### src/rtl/uart_rx_os.sv
// Oversampling UART receiver: configurable data/parity/stop framing,
// 3-sample majority vote per bit, one-entry valid/ready output register.
module uart_rx_os #(
   parameter int CLK_DIV     = 130,
   parameter int OVERSAMPLE  = 16,
   parameter int DATA_BITS   = 8,
   parameter int PARITY      = 0,
   parameter int STOP_BITS   = 1,
   parameter int SYNC_STAGES = 2
) (
   input  logic                 clk,
   input  logic                 reset_n,
   input  logic                 rx,
   output logic [DATA_BITS-1:0] data,
   output logic                 valid,
   input  logic                 ready,
   output logic                 parity_err,
   output logic                 frame_err,
   output logic                 break_det,
   output logic                 overrun,
   input  logic                 overrun_clr,
   output logic                 busy
);

   localparam int DW = $clog2(CLK_DIV);
   localparam int OW = $clog2(OVERSAMPLE);

   typedef enum logic [2:0] {
      S_IDLE, S_START, S_DATA, S_PAR, S_STOP, S_WAIT
   } state_t;

   state_t state, state_d;

   logic [1:0]             rst_q;
   logic                   rst_n;
   logic [SYNC_STAGES-1:0] sync;
   logic                   rxs, rxs_q;
   logic [DW-1:0]          div_cnt;
   logic [OW-1:0]          os_cnt;
   logic [3:0]             bit_cnt;
   logic [1:0]             smp;
   logic [DATA_BITS-1:0]   shreg;
   logic                   par_bit, perr, ferr;
   logic                   tick, vote_tick, bit_end, vote;
   logic                   last_data, last_stop, done, load;
   logic                   ferr_n, brk_n, par_exp;

   // Assert asynchronously, release on a clock edge.
   always_ff @(posedge clk or negedge reset_n) begin
      if (!reset_n) rst_q <= '0;
      else          rst_q <= {rst_q[0], 1'b1};
   end
   assign rst_n = rst_q[1];

   always_ff @(posedge clk or negedge rst_n) begin
      if (!rst_n) begin
         sync  <= '1;
         rxs_q <= 1'b1;
      end else begin
         sync  <= {sync[SYNC_STAGES-2:0], rx};
         rxs_q <= rxs;
      end
   end
   assign rxs = sync[SYNC_STAGES-1];

   assign tick      = (div_cnt == DW'(CLK_DIV - 1));
   assign vote_tick = tick && (os_cnt == OW'(OVERSAMPLE/2 + 1));
   assign bit_end   = tick && (os_cnt == OW'(OVERSAMPLE - 1));
   assign vote      = (smp[0] & smp[1]) | (rxs & (smp[0] | smp[1]));
   assign last_data = (bit_cnt == 4'(DATA_BITS - 1));
   assign last_stop = (bit_cnt == 4'(STOP_BITS - 1));
   assign done      = (state == S_STOP) && vote_tick && last_stop;
   assign ferr_n    = ferr | ~vote;
   assign brk_n     = ~|shreg & ~par_bit & ferr_n;
   assign par_exp   = (PARITY == 2) ? ~^shreg : ^shreg;
   assign load      = done && (!valid || ready);
   assign busy      = (state != S_IDLE);

   always_comb begin
      state_d = state;
      unique case (state)
         S_IDLE:  if (rxs_q && !rxs) state_d = S_START;
         S_START: begin
            if (vote_tick && vote) state_d = S_IDLE;
            else if (bit_end)      state_d = S_DATA;
         end
         S_DATA: begin
            if (bit_end && last_data)
               state_d = (PARITY != 0) ? S_PAR : S_STOP;
         end
         S_PAR:   if (bit_end) state_d = S_STOP;
         S_STOP:  if (done) state_d = ferr_n ? S_WAIT : S_IDLE;
         S_WAIT:  if (rxs) state_d = S_IDLE;
         default: state_d = S_IDLE;
      endcase
   end

   always_ff @(posedge clk or negedge rst_n) begin
      if (!rst_n) state <= S_IDLE;
      else        state <= state_d;
   end

   // Counters sit at zero while idle so bit phase follows the start edge.
   always_ff @(posedge clk or negedge rst_n) begin
      if (!rst_n) begin
         div_cnt <= '0;
         os_cnt  <= '0;
         bit_cnt <= '0;
         smp     <= '0;
      end else begin
         if (state == S_IDLE) begin
            div_cnt <= '0;
            os_cnt  <= '0;
         end else begin
            div_cnt <= tick ? '0 : div_cnt + 1'b1;
            if (tick)
               os_cnt <= (os_cnt == OW'(OVERSAMPLE - 1)) ? '0 : os_cnt + 1'b1;
         end
         if (state != state_d)
            bit_cnt <= '0;
         else if (bit_end && (state == S_DATA || state == S_STOP))
            bit_cnt <= bit_cnt + 1'b1;
         if (tick && os_cnt == OW'(OVERSAMPLE/2 - 1)) smp[0] <= rxs;
         if (tick && os_cnt == OW'(OVERSAMPLE/2))     smp[1] <= rxs;
      end
   end

   always_ff @(posedge clk or negedge rst_n) begin
      if (!rst_n) begin
         shreg   <= '0;
         par_bit <= 1'b0;
         perr    <= 1'b0;
         ferr    <= 1'b0;
      end else begin
         if (state == S_IDLE) begin
            par_bit <= 1'b0;
            perr    <= 1'b0;
            ferr    <= 1'b0;
         end
         if (state == S_DATA && vote_tick)
            shreg <= {vote, shreg[DATA_BITS-1:1]};
         if (state == S_PAR && vote_tick) begin
            par_bit <= vote;
            perr    <= (vote != par_exp);
         end
         if (state == S_STOP && vote_tick)
            ferr <= ferr_n;
      end
   end

   always_ff @(posedge clk or negedge rst_n) begin
      if (!rst_n) begin
         data       <= '0;
         valid      <= 1'b0;
         parity_err <= 1'b0;
         frame_err  <= 1'b0;
         break_det  <= 1'b0;
         overrun    <= 1'b0;
      end else begin
         if (load) begin
            data       <= shreg;
            parity_err <= perr;
            frame_err  <= ferr_n;
            break_det  <= brk_n;
            valid      <= 1'b1;
         end else if (valid && ready) begin
            valid <= 1'b0;
         end
         // A drop in the same cycle as a clear must still be reported.
         if (done && !load)  overrun <= 1'b1;
         else if (overrun_clr) overrun <= 1'b0;
      end
   end

endmodule

### config.mk
export PLATFORM = sky130hd
export DESIGN_NAME = uart_rx_os
export DESIGN_NICKNAME = d
export VERILOG_FILES = /design/src/rtl/uart_rx_os.sv
export SDC_FILE = /design/constraint.sdc
export NUM_CORES = 1
export LEC_CHECK = 0
export ABC_AREA = 1
export ABC_CLOCK_PERIOD_IN_PS = 4700
export BUFFER_PORTS_ARGS = -buffer_cell sky130_fd_sc_hd__buf_2
export CAP_MARGIN = 40
export CORE_ASPECT_RATIO = 2
export CORE_MARGIN = 4
export CORE_UTILIZATION = 50
export CTS_CLUSTER_DIAMETER = 50
export DETAILED_ROUTE_END_ITERATION = 7
export GPL_TIMING_DRIVEN = 1
export PLACE_DENSITY = 0.71
export SLEW_MARGIN = 20
export SYNTH_ARGS = -nofsm -noshare
export SYNTH_HDL_FRONTEND = slang
export SYNTH_SLANG_ARGS = --single-unit
### constraint.sdc
create_clock -name clk -period 4.7 [get_ports clk]
set_clock_uncertainty 0.15 [all_clocks]
set_input_delay 0.235 -clock clk [delete_from_list [all_inputs] [get_ports clk]]
set_output_delay 0.235 -clock clk [all_outputs]
set_load 0.02 [all_outputs]
==> summary.txt <==
Seq cells post-synth -> 50
Internal -> 0.000626 W
Place WS -> 2.71 ns
Cells taking the most area after synthesis -> dfrtp_1, nand2_1, ha_1
Post-DRT Antenna Nets -> 0
Synth warn -> 0
Main synth FF type -> dfrtp_1
Cell taking the most area after synthesis -> dfrtp_1
Drt first pass iters -> 4
CP peak stage delay -> 0.41 ns
Comb power frac -> 15.6%
Antenna cells -> 0
Netlist cell types -> 32
Largest net degree at the start of global routing -> 34
Clock transition at path regs -> 0.09 ns
Clock period minus worst slack -> 2.00 ns
Setup TNS -> 0 ns
GR Layer Usage met1 -> 18.3%
Max_cap viols -> 0
CTS Root Cell -> clkbuf_8
Reg power frac -> 55.4%
# DRC -> 0
Final Hold Vio Count -> 0
Crit path launch type -> flop
Power per cell area -> 320 mW/mm^2
Detailed Place HPWL -> 3490 um
GR Overflow Total -> 0
Post-Synthesis Cells -> 281
Clk Latency, worst-skew pair -> 0.29 ns
Psw -> 0.000249 W
Overall global routing resource usage -> 16.7%
RSZ-0062 raised after global routing -> false
Post-DR vias/cell -> 5.14
Max VDD drop -> 221 uV
Pleak -> 1.33 nW
Asr flop ratio synth -> 100%
TritonCTS Sinks -> 50
Worst EP required -> 4.78 ns
Vias in the first global route -> 1918
Post-CTS setup buffer count -> 0
TritonCTS clock tree -> yes
Post-synth top area share -> 48.1%
Period Utilization, post-route -> 42.5%
Final #Nets -> 324
WS Path Type -> reg2reg
Pins Over Slew Limit -> 0
Register area share after synthesis -> 51.3%
Measured slew at the worst slew-check pin -> 0.521 ns
Mean area per synthesized cell -> 8.71 um^2
Via count -> 1870
Met2 Track Usage GR -> 30.9%
Post-CTS resize count -> 0
Die Area -> 0.00615 mm^2
Site Rows -> 35
Syn nets -> 297
Area growth syn-to-layout -> 11.9%
Die height -> 107 um
Cell chain of the critical path -> inv_1 > ha_1 > nor3b_1 > nand4_2 > nand2_1 > nand3_1 > nand2_1 > nand2_1 > nand2_1 > nand2_2 > nor2_1
Hold WC Path Type -> reg2async
Slew headroom -> 65.2%
Setup ws final -> 2.70 ns
Initial Util -> 52.2%
Routed wire length -> 4550 um
TritonCTS Buffers -> 5
Status -> completed
I/O Buffers -> 18
Slowest CP cell -> dfrtp_1
Die width -> 57.5 um
Initial antenna violation count -> 0
Worst path arrival time -> 2.08 ns
Synthesized area -> 0.00245 mm^2
Gr busiest metal -> met2
EDFF count, synth -> 0
Met3 Track Usage GR -> 2.77%
Sw Ratio -> 28.5%
Initial DRC Count -> 55
CP Capture Type -> flop
Avg WL per Cell -> 12.5 um
# IOs -> 19
Commonest cells post-synth -> nand2_1, dfrtp_1, inv_1, nor2_1, o21ai_0
Max Fanout on Critical Path -> 4
Setup-failing EPs final -> 0
Max Root-Sink Buffers -> 2
Peak Freq -> 501 MHz
Placer Congestion -> 0.944
Clk network pwr share -> 28.9%
Cell mode on critical path -> nand2_1
Core area -> 0.00469 mm^2
Top-count cell post-synth -> nand2_1
First-pass GRT wire length -> 8180 um
# H-tree levels -> 2
Share of cells above drive strength 1 -> 15.9%
[cell usage in the layout (no fill, tap or decap), drive strengths merged]
master	count
ha	11
o31ai	1
or2	1
clkbuf	7
inv	41
and3b	1
nor2	31
nor3b	2
o32ai	1
nand3	16
nand4	6
xnor2	2
dlygate4sd3	4
a21oi	10
dfstp	3
conb	1
nand2	63
buf	19
o21ai	23
nor3	13
dfrtp	47
xor2	4
a211oi	1
clkinv	1
[metrics by stage]
stage,area [um^2],power [W],utilization (%),cells,hold slack (ns)
after global routing,2740,0.000925,58.4,364,0.0790
final,2740,0.000876,58.4,364,0.0382
after global placement,2590,0.000622,55.2,351,-0.130
after CTS,2740,0.000887,58.4,364,0.0557
after detailed placement,2610,0.000630,55.6,352,-0.129
after floorplan,2450,0.000593,-,281,-0.211
[flip-flops by register name, indices dropped and copies added (netlist names), 2 cells and up]
signal	cells
data	8
div_cnt	8
shreg	8
bit_cnt	4
os_cnt	4
state	3
rst_q	2
smp	2
sync	2
[final timing paths]
kind,end,depth (start not counted),from,slack [ns]
min in group clk,sync[1],0,sync[0],0.21
hold / removal,div_cnt[6],0,rst_q[1],0.04
max in group asynchronous,rxs_q,1,rst_q[1],3.79
setup / recovery,bit_cnt[1],11,bit_cnt[0],2.70
setup reg to reg,bit_cnt[1],11,bit_cnt[0],2.70
hold reg to reg,div_cnt[6],0,rst_q[1],0.04
[timing repair]
action,CTS,global route
hold buffers,4,0
setup endpoints to repair,0,0
hold endpoints to repair,5,0
[worst max-delay path, delay by kind of cell, from the launching register on]
kind,cells,cell delay (ns)
adders and majority gates,1,0.15
buffers and inverters,1,0.09
DFF,1,0.41
and+or+nand+nor,9,1.14
[metal layers]
layer / vias to the layer above / part of all wire [%]
li1: 954 / -
met1: 878 / 39
met2: 32 / 57
met3: 6 / 2.6
met4: 0 / 1.7
met5: - / 0
[power groups by stage]
stage | combinational, W | sequential (W) | clock [W]
global placement | 0.000123 | 0.000499 | 0
finish | 0.000137 | 0.000485 | 0.000253
global route | 0.000155 | 0.000491 | 0.000279
detailed placement | 0.000136 | 0.000494 | 0
floorplan | 0.0000944 | 0.000498 | 0
CTS | 0.000139 | 0.000486 | 0.000263
[layout make-up]
cell class / instances / area, um^2
clock inverters: 1 / 5.00
fillers: 448 / 1950
flip-flops and latches: 50 / 1260
clock buffers: 7 / 86.3
repair buffers: 23 / 150
multi-input cells: 187 / 1020
inverters: 41 / 154
well taps: 55 / 68.8
[cell families after synthesis]
family	Yosys count	share of synthesized area, %
other cells	1	0.153
compound gates	36	8.18
xor+xnor	6	2.15
buf+inv	44	7.16
flops	50	51.3
fa+ha+maj	11	5.62
simple gates	133	25.5
Power figures use the tool's default switching activity.
